$ cat config.mk
export PLATFORM = sky130hd
export DESIGN_NAME = usb_serial_bridge
export DESIGN_NICKNAME = d
export VERILOG_FILES = /design/src/rtl/usb_serial_pkg.sv /design/src/rtl/usb_serial_fifo.sv /design/src/rtl/usb_serial_bridge.sv
export SDC_FILE = /design/constraint.sdc
export NUM_CORES = 1
export LEC_CHECK = 0
export CORE_UTILIZATION = 25
export CTS_BUF_LIST = sky130_fd_sc_hd__clkbuf_4 sky130_fd_sc_hd__clkbuf_8
export CTS_CLUSTER_SIZE = 40
export DETAILED_ROUTE_END_ITERATION = 8
export PLACE_DENSITY = 0.47
export SLEW_MARGIN = 20
export SYNTH_ARGS = -nofsm -noshare
export SYNTH_HDL_FRONTEND = slang
export SYNTH_SLANG_ARGS = --single-unit
$ cat constraint.sdc
create_clock -name clk -period 4.4 [get_ports clk]
set_clock_uncertainty 0.15 [all_clocks]
set_input_delay 0.44 -clock clk [delete_from_list [all_inputs] [get_ports clk]]
set_output_delay 0.44 -clock clk [all_outputs]
set_load 0.02 [all_outputs]
$ cat src/rtl/usb_serial_pkg.sv
// usb_serial_pkg: shared constants for the USB serial bridge.
// Register map addresses, status/control bit positions and a count
// saturation helper used by the CPU read path.
package usb_serial_pkg;

  // Register addresses
  localparam logic [2:0] REG_DATA  = 3'd0;
  localparam logic [2:0] REG_STAT  = 3'd1;
  localparam logic [2:0] REG_CTRL  = 3'd2;
  localparam logic [2:0] REG_RXCNT = 3'd3;
  localparam logic [2:0] REG_TXCNT = 3'd4;

  // Status register bit positions
  localparam int ST_RXNE = 0;
  localparam int ST_TXNF = 1;
  localparam int ST_OVF  = 2;
  localparam int ST_TXE  = 3;
  localparam int ST_IRQ  = 7;

  // Control register bit positions
  localparam int CT_RXIE = 0;
  localparam int CT_TXIE = 1;
  localparam int CT_LOOP = 2;

  // A 256-deep FIFO can hold 256 entries, which does not fit the 8-bit
  // count registers; clamp to 255.
  function automatic logic [7:0] sat_count(input logic [8:0] cnt);
    return cnt[8] ? 8'hFF : cnt[7:0];
  endfunction

endpackage

$ cat src/rtl/usb_serial_fifo.sv
// usb_serial_fifo: byte FIFO with occupancy count.
// Ports:
//   i_clk, i_rst_n   clock, asynchronous active-low reset (empties FIFO)
//   i_push, i_data   write request and byte (ignored when full)
//   i_pop            read request (ignored when empty)
//   o_data           head byte, combinational from storage
//   o_full, o_empty  derived from the count register
//   o_count          occupancy, 0..DEPTH
module usb_serial_fifo #(
  parameter int DEPTH = 16,
  parameter int AW    = $clog2(DEPTH)
) (
  input  logic          i_clk,
  input  logic          i_rst_n,
  input  logic          i_push,
  input  logic          i_pop,
  input  logic [7:0]    i_data,
  output logic [7:0]    o_data,
  output logic          o_full,
  output logic          o_empty,
  output logic [AW:0]   o_count
);

  localparam logic [AW:0] FULL_CNT = (AW+1)'(DEPTH);

  logic [7:0]  r_mem [DEPTH];
  logic [AW-1:0] r_wr_ptr;
  logic [AW-1:0] r_rd_ptr;
  logic [AW:0]   r_count;
  logic          w_push;
  logic          w_pop;

  assign o_full  = (r_count == FULL_CNT);
  assign o_empty = (r_count == '0);
  assign o_count = r_count;
  assign o_data  = r_mem[r_rd_ptr];

  assign w_push = i_push & ~o_full;
  assign w_pop  = i_pop  & ~o_empty;

  always_ff @(posedge i_clk or negedge i_rst_n) begin
    if (!i_rst_n) begin
      r_wr_ptr <= '0;
      r_rd_ptr <= '0;
      r_count  <= '0;
    end else begin
      // Pointers wrap naturally because DEPTH is a power of two.
      if (w_push) r_wr_ptr <= r_wr_ptr + AW'(1);
      if (w_pop)  r_rd_ptr <= r_rd_ptr + AW'(1);
      case ({w_push, w_pop})
        2'b10:   r_count <= r_count + (AW+1)'(1);
        2'b01:   r_count <= r_count - (AW+1)'(1);
        default: r_count <= r_count;
      endcase
    end
  end

  // Storage is not reset; clearing the pointers discards the contents.
  always_ff @(posedge i_clk) begin
    if (w_push) r_mem[r_wr_ptr] <= i_data;
  end

endmodule

$ cat src/rtl/usb_serial_bridge.sv
// usb_serial_bridge: CPU register front end between the 6502 bus and the
// USB UART core byte pipes. CPU writes queue into a TX FIFO that drains to
// uart_in; uart_out bytes fill an RX FIFO popped by CPU reads.
// Optional loopback: define USB_SERIAL_BRIDGE_LOOP_EN to implement ctrl
// bit2, which routes uart_out straight to uart_in and freezes the pipe side
// of both FIFOs.
// Ports:
//   clk, rst                 clock, asynchronous active-low reset
//   cs, we, addr, din, dout  bus access (one per cycle with cs=1), dout registered
//   IRQ                      registered level interrupt
//   uart_in_*                TX pipe toward the core
//   uart_out_*               RX pipe from the core
// Pipe handshake: a byte transfers on a clk edge where valid and ready are
// both high; valid never depends on ready, and ready never depends on valid
// (except the loopback path, which forwards ready from the other pipe).
module usb_serial_bridge
  import usb_serial_pkg::*;
#(
  parameter int DEPTH = 16
) (
  input  logic       clk,
  input  logic       rst,
  input  logic       cs,
  input  logic       we,
  input  logic [2:0] addr,
  input  logic [7:0] din,
  output logic [7:0] dout,
  output logic       IRQ,
  output logic [7:0] uart_in_data,
  output logic       uart_in_valid,
  input  logic       uart_in_ready,
  input  logic [7:0] uart_out_data,
  input  logic       uart_out_valid,
  output logic       uart_out_ready
);

  localparam int AW = $clog2(DEPTH);

  logic [7:0]  r_dout;
  logic        r_irq;
  logic [2:0]  r_ctrl;
  logic        r_ovf;
  logic        r_rdy;      // low in reset, high from the first edge after

  logic        w_rd_acc;
  logic        w_wr_acc;
  logic        w_tx_push;
  logic        w_tx_pop;
  logic        w_rx_push;
  logic        w_rx_pop;
  logic        w_ovf_set;
  logic [7:0]  w_tx_head;
  logic [7:0]  w_rx_head;
  logic        w_tx_full;
  logic        w_tx_empty;
  logic        w_rx_full;
  logic        w_rx_empty;
  logic [AW:0] w_tx_count;
  logic [AW:0] w_rx_count;
  logic [2:0]  w_ctrl_wr;
  logic [7:0]  w_stat;
  logic [7:0]  w_rd_data;

  assign w_rd_acc  = cs & ~we;
  assign w_wr_acc  = cs & we;
  // Full/empty are start-of-cycle flags: a same-cycle pipe transfer never
  // changes whether the CPU access succeeds.
  assign w_tx_push = w_wr_acc & (addr == REG_DATA) & ~w_tx_full;
  assign w_ovf_set = w_wr_acc & (addr == REG_DATA) & w_tx_full;
  assign w_rx_pop  = w_rd_acc & (addr == REG_DATA) & ~w_rx_empty;

`ifdef USB_SERIAL_BRIDGE_LOOP_EN
  logic w_loop;
  assign w_loop         = r_ctrl[CT_LOOP];
  assign uart_in_data   = w_loop ? uart_out_data  : w_tx_head;
  assign uart_in_valid  = w_loop ? uart_out_valid : ~w_tx_empty;
  assign uart_out_ready = w_loop ? uart_in_ready  : (r_rdy & ~w_rx_full);
  assign w_tx_pop       = ~w_loop & ~w_tx_empty & uart_in_ready;
  assign w_rx_push      = ~w_loop & uart_out_valid & r_rdy & ~w_rx_full;
  assign w_ctrl_wr      = din[2:0];
`else
  assign uart_in_data   = w_tx_head;
  assign uart_in_valid  = ~w_tx_empty;
  assign uart_out_ready = r_rdy & ~w_rx_full;
  assign w_tx_pop       = ~w_tx_empty & uart_in_ready;
  assign w_rx_push      = uart_out_valid & uart_out_ready;
  assign w_ctrl_wr      = {1'b0, din[1:0]};
`endif

  usb_serial_fifo #(.DEPTH(DEPTH), .AW(AW)) u_tx_fifo (
    .i_clk   (clk),
    .i_rst_n (rst),
    .i_push  (w_tx_push),
    .i_pop   (w_tx_pop),
    .i_data  (din),
    .o_data  (w_tx_head),
    .o_full  (w_tx_full),
    .o_empty (w_tx_empty),
    .o_count (w_tx_count)
  );

  usb_serial_fifo #(.DEPTH(DEPTH), .AW(AW)) u_rx_fifo (
    .i_clk   (clk),
    .i_rst_n (rst),
    .i_push  (w_rx_push),
    .i_pop   (w_rx_pop),
    .i_data  (uart_out_data),
    .o_data  (w_rx_head),
    .o_full  (w_rx_full),
    .o_empty (w_rx_empty),
    .o_count (w_rx_count)
  );

  always_comb begin
    w_stat          = 8'h00;
    w_stat[ST_RXNE] = ~w_rx_empty;
    w_stat[ST_TXNF] = ~w_tx_full;
    w_stat[ST_OVF]  = r_ovf;
    w_stat[ST_TXE]  = w_tx_empty;
    w_stat[ST_IRQ]  = r_irq;
  end

  always_comb begin
    w_rd_data = 8'h00;
    case (addr)
      REG_DATA:  w_rd_data = w_rx_empty ? 8'h00 : w_rx_head;
      REG_STAT:  w_rd_data = w_stat;
      REG_CTRL:  w_rd_data = {5'b0, r_ctrl};
      REG_RXCNT: w_rd_data = sat_count(9'(w_rx_count));
      REG_TXCNT: w_rd_data = sat_count(9'(w_tx_count));
      default:   w_rd_data = 8'h00;
    endcase
  end

  always_ff @(posedge clk or negedge rst) begin
    if (!rst) begin
      r_dout <= 8'h00;
      r_irq  <= 1'b0;
      r_ctrl <= 3'b000;
      r_ovf  <= 1'b0;
      r_rdy  <= 1'b0;
    end else begin
      r_rdy <= 1'b1;
      // Built from start-of-cycle state, so IRQ trails FIFO changes by one cycle.
      r_irq <= (r_ctrl[CT_RXIE] & ~w_rx_empty) | (r_ctrl[CT_TXIE] & w_tx_empty);
      if (w_ovf_set)
        r_ovf <= 1'b1;
      else if (w_wr_acc && addr == REG_STAT && din[ST_OVF])
        r_ovf <= 1'b0;
      if (w_wr_acc && addr == REG_CTRL)
        r_ctrl <= w_ctrl_wr;
      if (w_rd_acc)
        r_dout <= w_rd_data;
    end
  end

  assign dout = r_dout;
  assign IRQ  = r_irq;

endmodule

## Yosys cells after proc, flatten, opt, wreduce, memory -nomap -nowiden

Memory sizes are Yosys's and may differ from the RTL's.
Cells that the tools add are included.

| storage, ports and cells | value |
|---|---|
| bits in registers | 39 |
| memory bits (writable) | 256 |
| bits of input ports | 25 |
| output and inout port bits | 19 |
| logic and storage cells | 72 |
| memories kept | 2 |

Memory list:

| memory | words | bits a word | rd ports | clocked after memory_dff | write ports | line | RTL |
|---|---|---|---|---|---|---|---|
| u_rx_fifo.r_mem | 16 | 8 | 1 | 0 | 1 | usb_serial_fifo.sv:26 | `logic [7:0] r_mem [DEPTH];` |
| u_tx_fifo.r_mem | 16 | 8 | 1 | 0 | 1 | usb_serial_fifo.sv:26 |  |

| operators by class | value |
|---|---|
| $add $sub $neg | 8 |
| equal/unequal tests | 10 |
| multiplexer cells | 10 |
| bitwise operators | 22 |
| reductions and logical operators | 9 |

Operators by type and width:

| cell | number |
|---|---|
| one-hot mux 8 bit (5 select lines) | 1 |
| one-hot mux 5 bit (2 select lines) | 2 |
| adder 4 x 1 -> 4 bit (second input constant) | 4 |
| bitwise AND 1 bit | 16 |
| adder 5 x 1 -> 5 bit (second input constant) | 2 |
| == test 5 bit (second input constant) | 2 |
| zero test 5 bit | 2 |
| subtractor 5 x 1 -> 5 bit (second input constant) | 2 |
| 2-to-1 mux 8 bit | 1 |
| == test 3 x 2 -> 1 bit (second input constant) | 2 |
| 2-to-1 mux 1 bit | 6 |
| nonzero test 2 bit | 3 |
| NOT 1 bit | 5 |
| == test 2 x 1 -> 1 bit (second input constant) | 2 |
| == test 2 bit (second input constant) | 2 |
| == test 3 x 1 -> 1 bit (second input constant) | 1 |
| == test 3 bit (second input constant) | 1 |
| logical AND 1 bit | 3 |
| zero test 3 bit | 1 |
| bitwise OR 1 bit | 1 |

## Longest topological paths before layout

Gate-level depths: netlist (run 1).

| depth | value |
|---|---|
| depth after elaboration | 7 |
| depth in mapped cells | 13 |
| mapped depth without buffers | 12 |

## Hierarchy

From an unflattened synthesis (run 1), not the netlist that was laid out.

| second synthesis, totals | value |
|---|---|
| cell total of the unflattened synthesis | 744 |
| area total of the unflattened synthesis | 12299.3 µm² |

Modules (own cells, without submodules):

| module | times used | cells an instance | area each (µm²) | seq. area each (µm²) |
|---|---|---|---|---|
| usb_serial_fifo | 2 | 332 | 5779.3 | 4169.0 |
| usb_serial_bridge | 1 | 80 | 740.7 | 325.3 |

## Worst setup path before layout (run 1)

No wires, ideal clock.

| timing | value |
|---|---|
| path type | flip-flop to flip-flop |
| start point | register u_rx_fifo.r_count[1], in the netlist u_rx_fifo.o_count[1] |
| end point | register u_rx_fifo.r_count[4], in the netlist u_rx_fifo.o_count[4] |
| library setup time | 0.123 ns |
| arrival time | 3.020 ns |
| data required time | 4.127 ns |
| slack | 1.108 ns |
| cell stages (with the launch flop) | 14 |
| path buffers | 1 |
| period minus slack after synthesis | 3.292 ns |
| cells stage by stage | dfrtp_1 nor4_1 a21boi_0 and2_1 buf_2 inv_1 ha_1 inv_1 fa_1 nor2b_1 o21ai_0 nand3_1 or3b_2 xnor2_1 |

| on the way | value |
|---|---|
| word-level cells in the longest chain between the ends | 7 |
| elaborated cells between the ends (all ways) | 15 |
| classes of those cells | 2 x add/sub; 3 x eq/ne; 1 x mux; 7 x bitwise; 2 x reduce/logical |

RTL lines:

| element | line | RTL |
|---|---|---|
| start, declared | usb_serial_fifo.sv:29 | `logic [AW:0] r_count;` |
| start signal, assigned | usb_serial_fifo.sv:51 | `2'b10: r_count <= r_count + (AW+1)'(1);` |
| start signal, assigned | usb_serial_fifo.sv:52 | `2'b01: r_count <= r_count - (AW+1)'(1);` |
| start signal, assigned | usb_serial_fifo.sv:53 | `default: r_count <= r_count;` |
| == test 5 bit * | usb_serial_fifo.sv:33 | `assign o_full = (r_count == FULL_CNT);` |
| NOT 1 bit * | usb_serial_bridge.sv:84 | `assign uart_out_ready = r_rdy & ~w_rx_full;` |
| bitwise AND 1 bit * | usb_serial_bridge.sv:84 |  |
| via uart_out_ready | usb_serial_bridge.sv:34 | `output logic uart_out_ready` |
| bitwise AND 1 bit * | usb_serial_bridge.sv:86 | `assign w_rx_push = uart_out_valid & uart_out_ready;` |
| bitwise AND 1 bit * | usb_serial_fifo.sv:38 | `assign w_push = i_push & ~o_full;` |
| == test 2 x 1 -> 1 bit or == test 2 bit (tied branches) | usb_serial_fifo.sv:50 | `case ({w_push, w_pop})` |
| one-hot mux 5 bit (2 select lines) or nonzero test 2 bit (tied branches) | -- |  |

The timed path passes the listed nets; every way through them passes the cells marked *.
A chain may end at the register's enable or synchronous reset.

## Worst setup path after layout (run 1)

| timing | value |
|---|---|
| start point | register u_tx_fifo.r_rd_ptr[0] |
| end point | output port uart_in_data[0] |

| on the way | value |
|---|---|
| word-level cells in the longest chain between the ends | 1 |

RTL lines:

| element | line | RTL |
|---|---|---|
| start, declared | usb_serial_fifo.sv:28 | `logic [AW-1:0] r_rd_ptr;` |
| start signal, assigned | usb_serial_fifo.sv:49 | `if (w_pop) r_rd_ptr <= r_rd_ptr + AW'(1);` |
| memory (16 x 8 bit) | -- |  |
| end, declared | usb_serial_bridge.sv:29 | `output logic [7:0] uart_in_data,` |

No other way between the ends.

==> results_dict.tcl, run 1 <==
set metrics [dict create \
    slowest_stage "dfrtp_2" \
    fp.dieH_um 221 \
    io_pins 44 \
    endpoint_kind "output port" \
    synth_area_um2 12000 \
    synth_area_leaders "edfxtp_1 (64%), mux4_2 (13%), dfrtp_1 (8.1%), ha_1 (1.9%), mux2i_1 (1.4%)" \
    regToRegSetupSlack_ns 0.87 \
    fin_area_um2 14300 \
    cts_made_buffers 49 \
    grt_start_max_net_pins 40 \
    track_usage 0.112 \
    cts_setup_buffers 0 \
    core_um2 47000 \
    htree_levels 2 \
    slew_viol_final 0 \
    initial_core_util 0.255 \
    dr.pass1.iters 6 \
    vias 5800 \
    die_area_um2 48800 \
    synth_top_area_cell "edfxtp_1" \
    r2r-start "u_rx_fifo.o_count[1]" \
    yosysWarnings 0 \
    fin_crit_sh 0.869 \
    synth_cell_type_count 46 \
    r2r_cells 12 \
    arrival_ns 3.23 \
    cts_buffer_depth 3 \
    die-width_um 221 \
    path_class "register to output port" \
    crit_fanout 18 \
    clk_pin_slew_ns 0.06 \
    fin_nets 746 \
    post-route-min-period_ns 3.82 \
    grt_pass1_wl_um 40700 \
    antenna_found_initial 0 \
    cellPowerDensity_nw_per_um2 558 \
    seq_area_frac_synth 0.723 \
    drc 3 \
    placed_cell_area_um2 13200 \
    outcome "finished with violations" \
    worst_hold_path_type "input port to async pin" \
    root_buffer "clkbuf_8" \
    critPathMostFrequentCell "mux4_2" \
    worst_setup_path_start_kind "register" \
    synth_cells 617 \
    gp_congestion 0.728 \
    grt_pass1_vias 6224 \
    insertedDiodeCount 0 \
    area_growth_pct 19.2 \
    avgViaCountPerCell 4.30 \
    drt-initial-drc-count 279 \
    rsz0062_at_grt "false" \
    syn-num-nets 662 \
    max_cap_violations 0 \
    worstPathRequired_ns 3.81 \
    seqCellArea_um2 8670 \
    worst_slew_pin_slew_ns 0.896 \
    netlist.area_leader.share 0.642 \
    async_reset_ff_frac 0.132 \
    hold_viol 0 \
    violations "design-rule violations" \
    fin_total_pwr_mw 7.96 \
    final_util 0.304 \
    reg2reg_to "u_rx_fifo.o_count[4]" \
    synth-edff-count 256 \
    drive_gt1_frac 0.255 \
    cts_tree "done" \
    critical_path.max_stage_delay_ns 0.79 \
    leakagePower_nw 4.68 \
    post_cts_resized 0 \
    ant_nets 0 \
    clock_sinks 295 \
    clk_latency_ns 0.57 \
    cp.buffers_inverters 2 \
    overflow 0 \
    synth_area_per_cell_um2 19.4 \
    routed_wl_um 26700 \
    max_slew_margin 0.400 \
    multiInputGateArea_um2 3120 \
    timing.fmax_mhz 262 \
    n_fill_cell 4578 \
    post_drt_wl_per_cell_um 19.8 \
    ir_drop_mv 0.230 \
    dp_hpwl_um 17000 \
    synthFlopType "edfxtp_1" \
    crit_chain "buf_12, mux4_2, mux4_2, clkdlybuf4s50_1" \
    setup_tns_ns 0 \
    rows 79 \
    crit_family "multiplexers" \
    setup-violations-final 0 \
    portBuffers 43 \
    synth-seq-cells 295 \
]
worst register-to-register path, delay by kind of cell, from the launching register on:
kind                       cells  cell delay (ns)
AOI/OAI and AO/OA              2             0.37
xor gates and xnor gates       1             0.13
adders and majority gates      2             0.66
buffers and inverters          2             0.26
DFF                            1             0.43
and+or+nand+nor                5             1.43
kinds of logic after synthesis:
group / Yosys count / synth area share
other: 1 / 0.000313
DFF: 295 / 0.723
AOI/OAI and AO/OA: 41 / 0.0257
and+or+nand+nor: 97 / 0.0437
buffers and inverters: 48 / 0.0161
muxes: 95 / 0.154
xor gates and xnor gates: 20 / 0.0146
adders and majority gates: 20 / 0.0221
power by group:
| group | leakage (nW) | switching (mW) | internal, mW |
|---|---|---|---|
| Sequential | 2.78 | 0.343 | 3.25 |
| Combinational | 1.34 | 0.843 | 0.964 |
| Clock | 0.552 | 1.08 | 1.48 |
| Total | 4.68 | 2.26 | 5.70 |
flip-flops by register name, summed over array words and instances, names as in the netlist:
signal / count
u_rx_fifo.r_mem: 128
u_tx_fifo.r_mem: 128
dout: 8
u_rx_fifo.o_count: 5
u_tx_fifo.o_count: 5
u_rx_fifo.r_rd_ptr: 4
u_rx_fifo.r_wr_ptr: 4
u_tx_fifo.r_rd_ptr: 4
u_tx_fifo.r_wr_ptr: 4
r_ctrl: 2
IRQ: 1
r_ovf: 1
r_rdy: 1
synthesized netlist by cell type, drive strengths merged, types with 7 or more instances:
| master | instances |
|---|---|
| clkbuf | 18 |
| and2 | 18 |
| nand2 | 23 |
| mux2 | 7 |
| edfxtp | 256 |
| xnor2 | 14 |
| dfrtp | 39 |
| mux2i | 17 |
| nor2 | 17 |
| o21ai | 11 |
| buf | 15 |
| inv | 15 |
| mux4 | 71 |
| ha | 18 |
layout make-up:
class	count	area share
multi-input cells	274	0.219
clock buffers	77	0.0637
clock inverters	14	0.00955
flip-flops and latches	295	0.607
inverters	15	0.00394
well taps	607	0.0532
repair buffers	66	0.0440
worst max-delay path by stage:
stage / from / endpoint / slack (ns) / cells past startpoint
2_1_floorplan: u_rx_fifo.o_count[1] / u_rx_fifo.o_count[4] / 1.11 / 13
3_3_place_gp: addr[2] / u_tx_fifo.o_count[4] / 0.75 / 12
3_5_place_dp: addr[1] / u_rx_fifo.o_count[4] / 0.70 / 11
4_1_cts: u_tx_fifo.r_rd_ptr[0] / uart_in_data[0] / 0.45 / 4
5_1_grt: u_tx_fifo.r_rd_ptr[0] / uart_in_data[0] / 0.36 / 4
6_report: u_tx_fifo.r_rd_ptr[0] / uart_in_data[0] / 0.58 / 4
per-stage QoR:
stage,setup WS [ns],cells,hold slack (ns)
after floorplan,1.11,617,-0.00559
after global placement,0.750,1256,0.360
after detailed placement,0.705,1256,0.332
after CTS,0.449,1348,0.361
after global routing,0.361,1348,0.251
final,0.577,1348,0.233
what timing repair did:
| item | 4_1_cts | 5_1_grt |
|---|---|---|
| hold buffers | 1 | 0 |
| setup endpoints to repair | 0 | 0 |
| endpoints found under the hold margin | 39 | 0 |
cells in the final DEF, fill, tap and decap left out, types with 3 or more instances in the layout:
| cell | n |
|---|---|
| xnor2_1 | 14 |
| and2_1 | 18 |
| ha_1 | 18 |
| mux4_2 | 71 |
| edfxtp_1 | 256 |
| a21oi_1 | 6 |
| dfrtp_1 | 37 |
| nand4_1 | 4 |
| nand3_1 | 6 |
| clkdlybuf4s50_1 | 42 |
| xor2_1 | 6 |
| nor3_1 | 5 |
| inv_1 | 15 |
| a22o_1 | 4 |
| clkinv_1 | 9 |
| mux2i_1 | 17 |
| bufinv_16 | 3 |
| clkbuf_4 | 24 |
| clkbuf_8 | 53 |
| buf_4 | 21 |
| nand2b_1 | 6 |
| nand2_1 | 23 |
| nor2_1 | 17 |
| o21ai_0 | 11 |
| nor3b_1 | 3 |
| mux2_2 | 7 |
| nor2b_1 | 6 |
| o221ai_1 | 6 |
layer usage:
layer / vias up / global-route usage / part of all wire / wire length (um)
li1: 2639 / - / - / -
met3: 38 / 0.0244 / 0.052 / 1400
met2: 137 / 0.188 / 0.50 / 13300
met1: 2986 / 0.145 / 0.43 / 11600
met5: - / 0 / 0 / 0
met4: 0 / 0.0336 / 0.018 / 469
Power figures use the tool's default switching activity.
==> inputs of run 2 (changes only) <==
--- a/config.mk
+++ b/config.mk
@@ -5,11 +5,12 @@
 export SDC_FILE = /design/constraint.sdc
 export NUM_CORES = 1
 export LEC_CHECK = 0
-export CORE_UTILIZATION = 25
+export ABC_AREA = 1
+export CORE_UTILIZATION = 45
 export CTS_BUF_LIST = sky130_fd_sc_hd__clkbuf_4 sky130_fd_sc_hd__clkbuf_8
 export CTS_CLUSTER_SIZE = 40
 export DETAILED_ROUTE_END_ITERATION = 8
-export PLACE_DENSITY = 0.47
+export PLACE_DENSITY = 0.7
 export SLEW_MARGIN = 20
 export SYNTH_ARGS = -nofsm -noshare
 export SYNTH_HDL_FRONTEND = slang
==> run 2 against run 1 <==
- the run now ends clean
- hold slack improved by 0.11 ns
- die area decreased by 41%
- utilization increased by 22 points
- register-to-register slack improved by 0.75 ns
- combinational power increased by 55%
- synthesized cell count increased by 81%
- worst setup slack improved by 0.24 ns
- critical path type unchanged
- critical path depth increased by 2
- non-clock buffer count decreased by 15
==> results_dict.tcl, run 2 <==
set metrics [dict create \
    outcome "complete, no violations" \
    crit_fanout 45 \
    fin_crit_sh 0.815 \
    die-width_um 169 \
    hold_viol 0 \
    cts_setup_buffers 0 \
    worst_slew_pin_slew_ns 0.980 \
    r2r-start "u_rx_fifo.o_count[0]" \
    dr.pass1.iters 5 \
    synth_area_per_cell_um2 11.2 \
    insertedDiodeCount 0 \
    clock_sinks 295 \
    placed_cell_area_um2 13200 \
    cts_made_buffers 48 \
    worst_setup_path_start_kind "register" \
    synth_top_family_by_area "simple AND/OR/NAND/NOR gates" \
    area_growth_pct 13.2 \
    initial_core_util 0.462 \
    portBuffers 43 \
    final_cells 1580 \
    crit_path_start "u_tx_fifo.r_rd_ptr[1]" \
    synth_fa_ha_area_frac 0.0211 \
    setup_tns_ns 0 \
    clk_latency_ns 0.56 \
    drive_gt1_frac 0.0811 \
    slowest_stage "dfrtp_2" \
    worstPathRequired_ns 3.81 \
    root_buffer "clkbuf_8" \
    antenna_found_initial 0 \
    post_drt_wl_per_cell_um 17.0 \
    layout_commonest_cell "edfxtp_1" \
    drt-initial-drc-count 757 \
    post-route-min-period_ns 3.59 \
    synth_cells 1117 \
    layout_common_cells "edfxtp_1 (256), nand2_1 (224), nor2_1 (163)" \
    gp_congestion 0.865 \
    htree_levels 2 \
    synth-xor-area-share 0.0112 \
    rows 60 \
    synth-simple-area-share 0.156 \
    ant_nets 0 \
    synth_top_area_cell "edfxtp_1" \
    ctsHoldBuffers 1 \
    overflow 0 \
    synth.most_common_cell "edfxtp_1" \
    syn-num-nets 1162 \
    drc 0 \
    avgViaCountPerCell 5.21 \
    core_um2 27200 \
    io_pins 44 \
    cts_tree "done" \
    cts_buffer_depth 3 \
    grt_pass1_wl_um 42400 \
    synth_area_leaders "edfxtp_1 (61%), dfrtp_1 (7.8%), nand2_1 (6.7%), nor2_1 (4.9%), o21ai_0 (3.8%)" \
    min-delay-start "dout[1]" \
    clk_pin_slew_ns 0.06 \
    endpoint_kind "output port" \
    synthMuxAreaShare 0.00169 \
    vias 8236 \
    grt_pass1_vias 7830 \
    path_class "register to output port" \
    arrival_ns 3.00 \
    fin_nets 1215 \
    slew_viol_final 0 \
    synth_compound_area_frac 0.0726 \
    timing.fmax_mhz 279 \
    fin_area_um2 14200 \
    ys_top_cells_by_count "edfxtp_1 (256), nand2_1 (224), nor2_1 (163)" \
    setup-violations-final 0 \
    dp_hpwl_um 16200 \
    max_cap_violations 0 \
    netlist.area_leader.share 0.612 \
    routed_wl_um 26900 \
    async_reset_ff_frac 0.132 \
    track_usage 0.193 \
    synth_cell_type_count 30 \
    ir_drop_mv 0.297 \
    critical_path.max_stage_delay_ns 0.90 \
    seq_area_frac_synth 0.690 \
    leakagePower_nw 5.37 \
    cellPowerDensity_nw_per_um2 605 \
    grt_start_max_net_pins 67 \
    synth-edff-count 256 \
    die_area_um2 28600 \
    crit_chain "buf_4, o21ai_0, o21ai_0, o211ai_1, nand2_1, clkdlybuf4s50_1" \
    yosysWarnings 0 \
    fp.dieH_um 169 \
    synth_area_um2 12600 \
    critPathMostFrequentCell "o21ai_0" \
    synthFlopType "edfxtp_1" \
    max_slew_margin 0.344 \
    rsz0062_at_grt "false" \
    synth-seq-cells 295 \
    fin_total_pwr_mw 8.60 \
    post_cts_resized 0 \
    worst_hold_path_type "register to register" \
    place_inst 1491 \
]
run 2: worst max-delay path: cells and delay by family, from the launching register on:
family | cells | cell delay, ns
AND/OR/NAND/NOR | 1 | 0.10
AO/OA/AOI/OAI | 3 | 0.49
buffers and inverters | 2 | 0.92
flip-flops | 1 | 0.90
run 2: kinds of logic after synthesis:
kind of cell | after synthesis
compound gates | 160
simple gates | 486
buf+inv | 137
mux | 2
fa+ha+maj | 20
flops | 295
xor+xnor | 16
other cells | 1
run 2: per-stage QoR:
step                hold slack, ns  utilization  setup WS [ns]
floorplan                 -0.00559            -           1.88
global placement             0.324        0.487           1.17
detailed placement           0.327        0.487           1.06
CTS                          0.348        0.523          0.810
global route                 0.376        0.523          0.668
finish                       0.338        0.523          0.814
run 2: power breakdown:
part | switching [mW] | total (mW) | internal (mW)
sequential | 0.214 | 3.47 | 3.26
clock | 1.06 | 2.32 | 1.26
combinational | 1.89 | 2.81 | 0.919
run 2: worst paths after layout:
kind	endpoint	slack (ns)	cells after the start
setup / recovery	uart_in_data[7]	0.81	6
hold / removal	dout[1]	0.34	2
setup reg to reg	u_rx_fifo.o_count[4]	1.62	18
hold reg to reg	dout[1]	0.34	2
max in group asynchronous	u_rx_fifo.r_rd_ptr[0]	3.10	2
min in group asynchronous	u_tx_fifo.r_rd_ptr[3]	0.38	2
run 2: area by class of cell:
| type | count | area, um2 |
|---|---|---|
| fill | 2362 | 13000 |
| sequential | 295 | 8670 |
| multi-input combinational | 685 | 3300 |
| clock buffer | 70 | 863 |
| timing repair buffer | 51 | 488 |
| tap | 372 | 465 |
| inverter | 89 | 338 |
| clock inverter | 18 | 93.8 |
run 2: per-layer routing:
layer	track usage	routed length, um
met1	0.276	12400
met5	0	0
met3	0.0339	1600
met2	0.299	12300
met4	0.0627	555
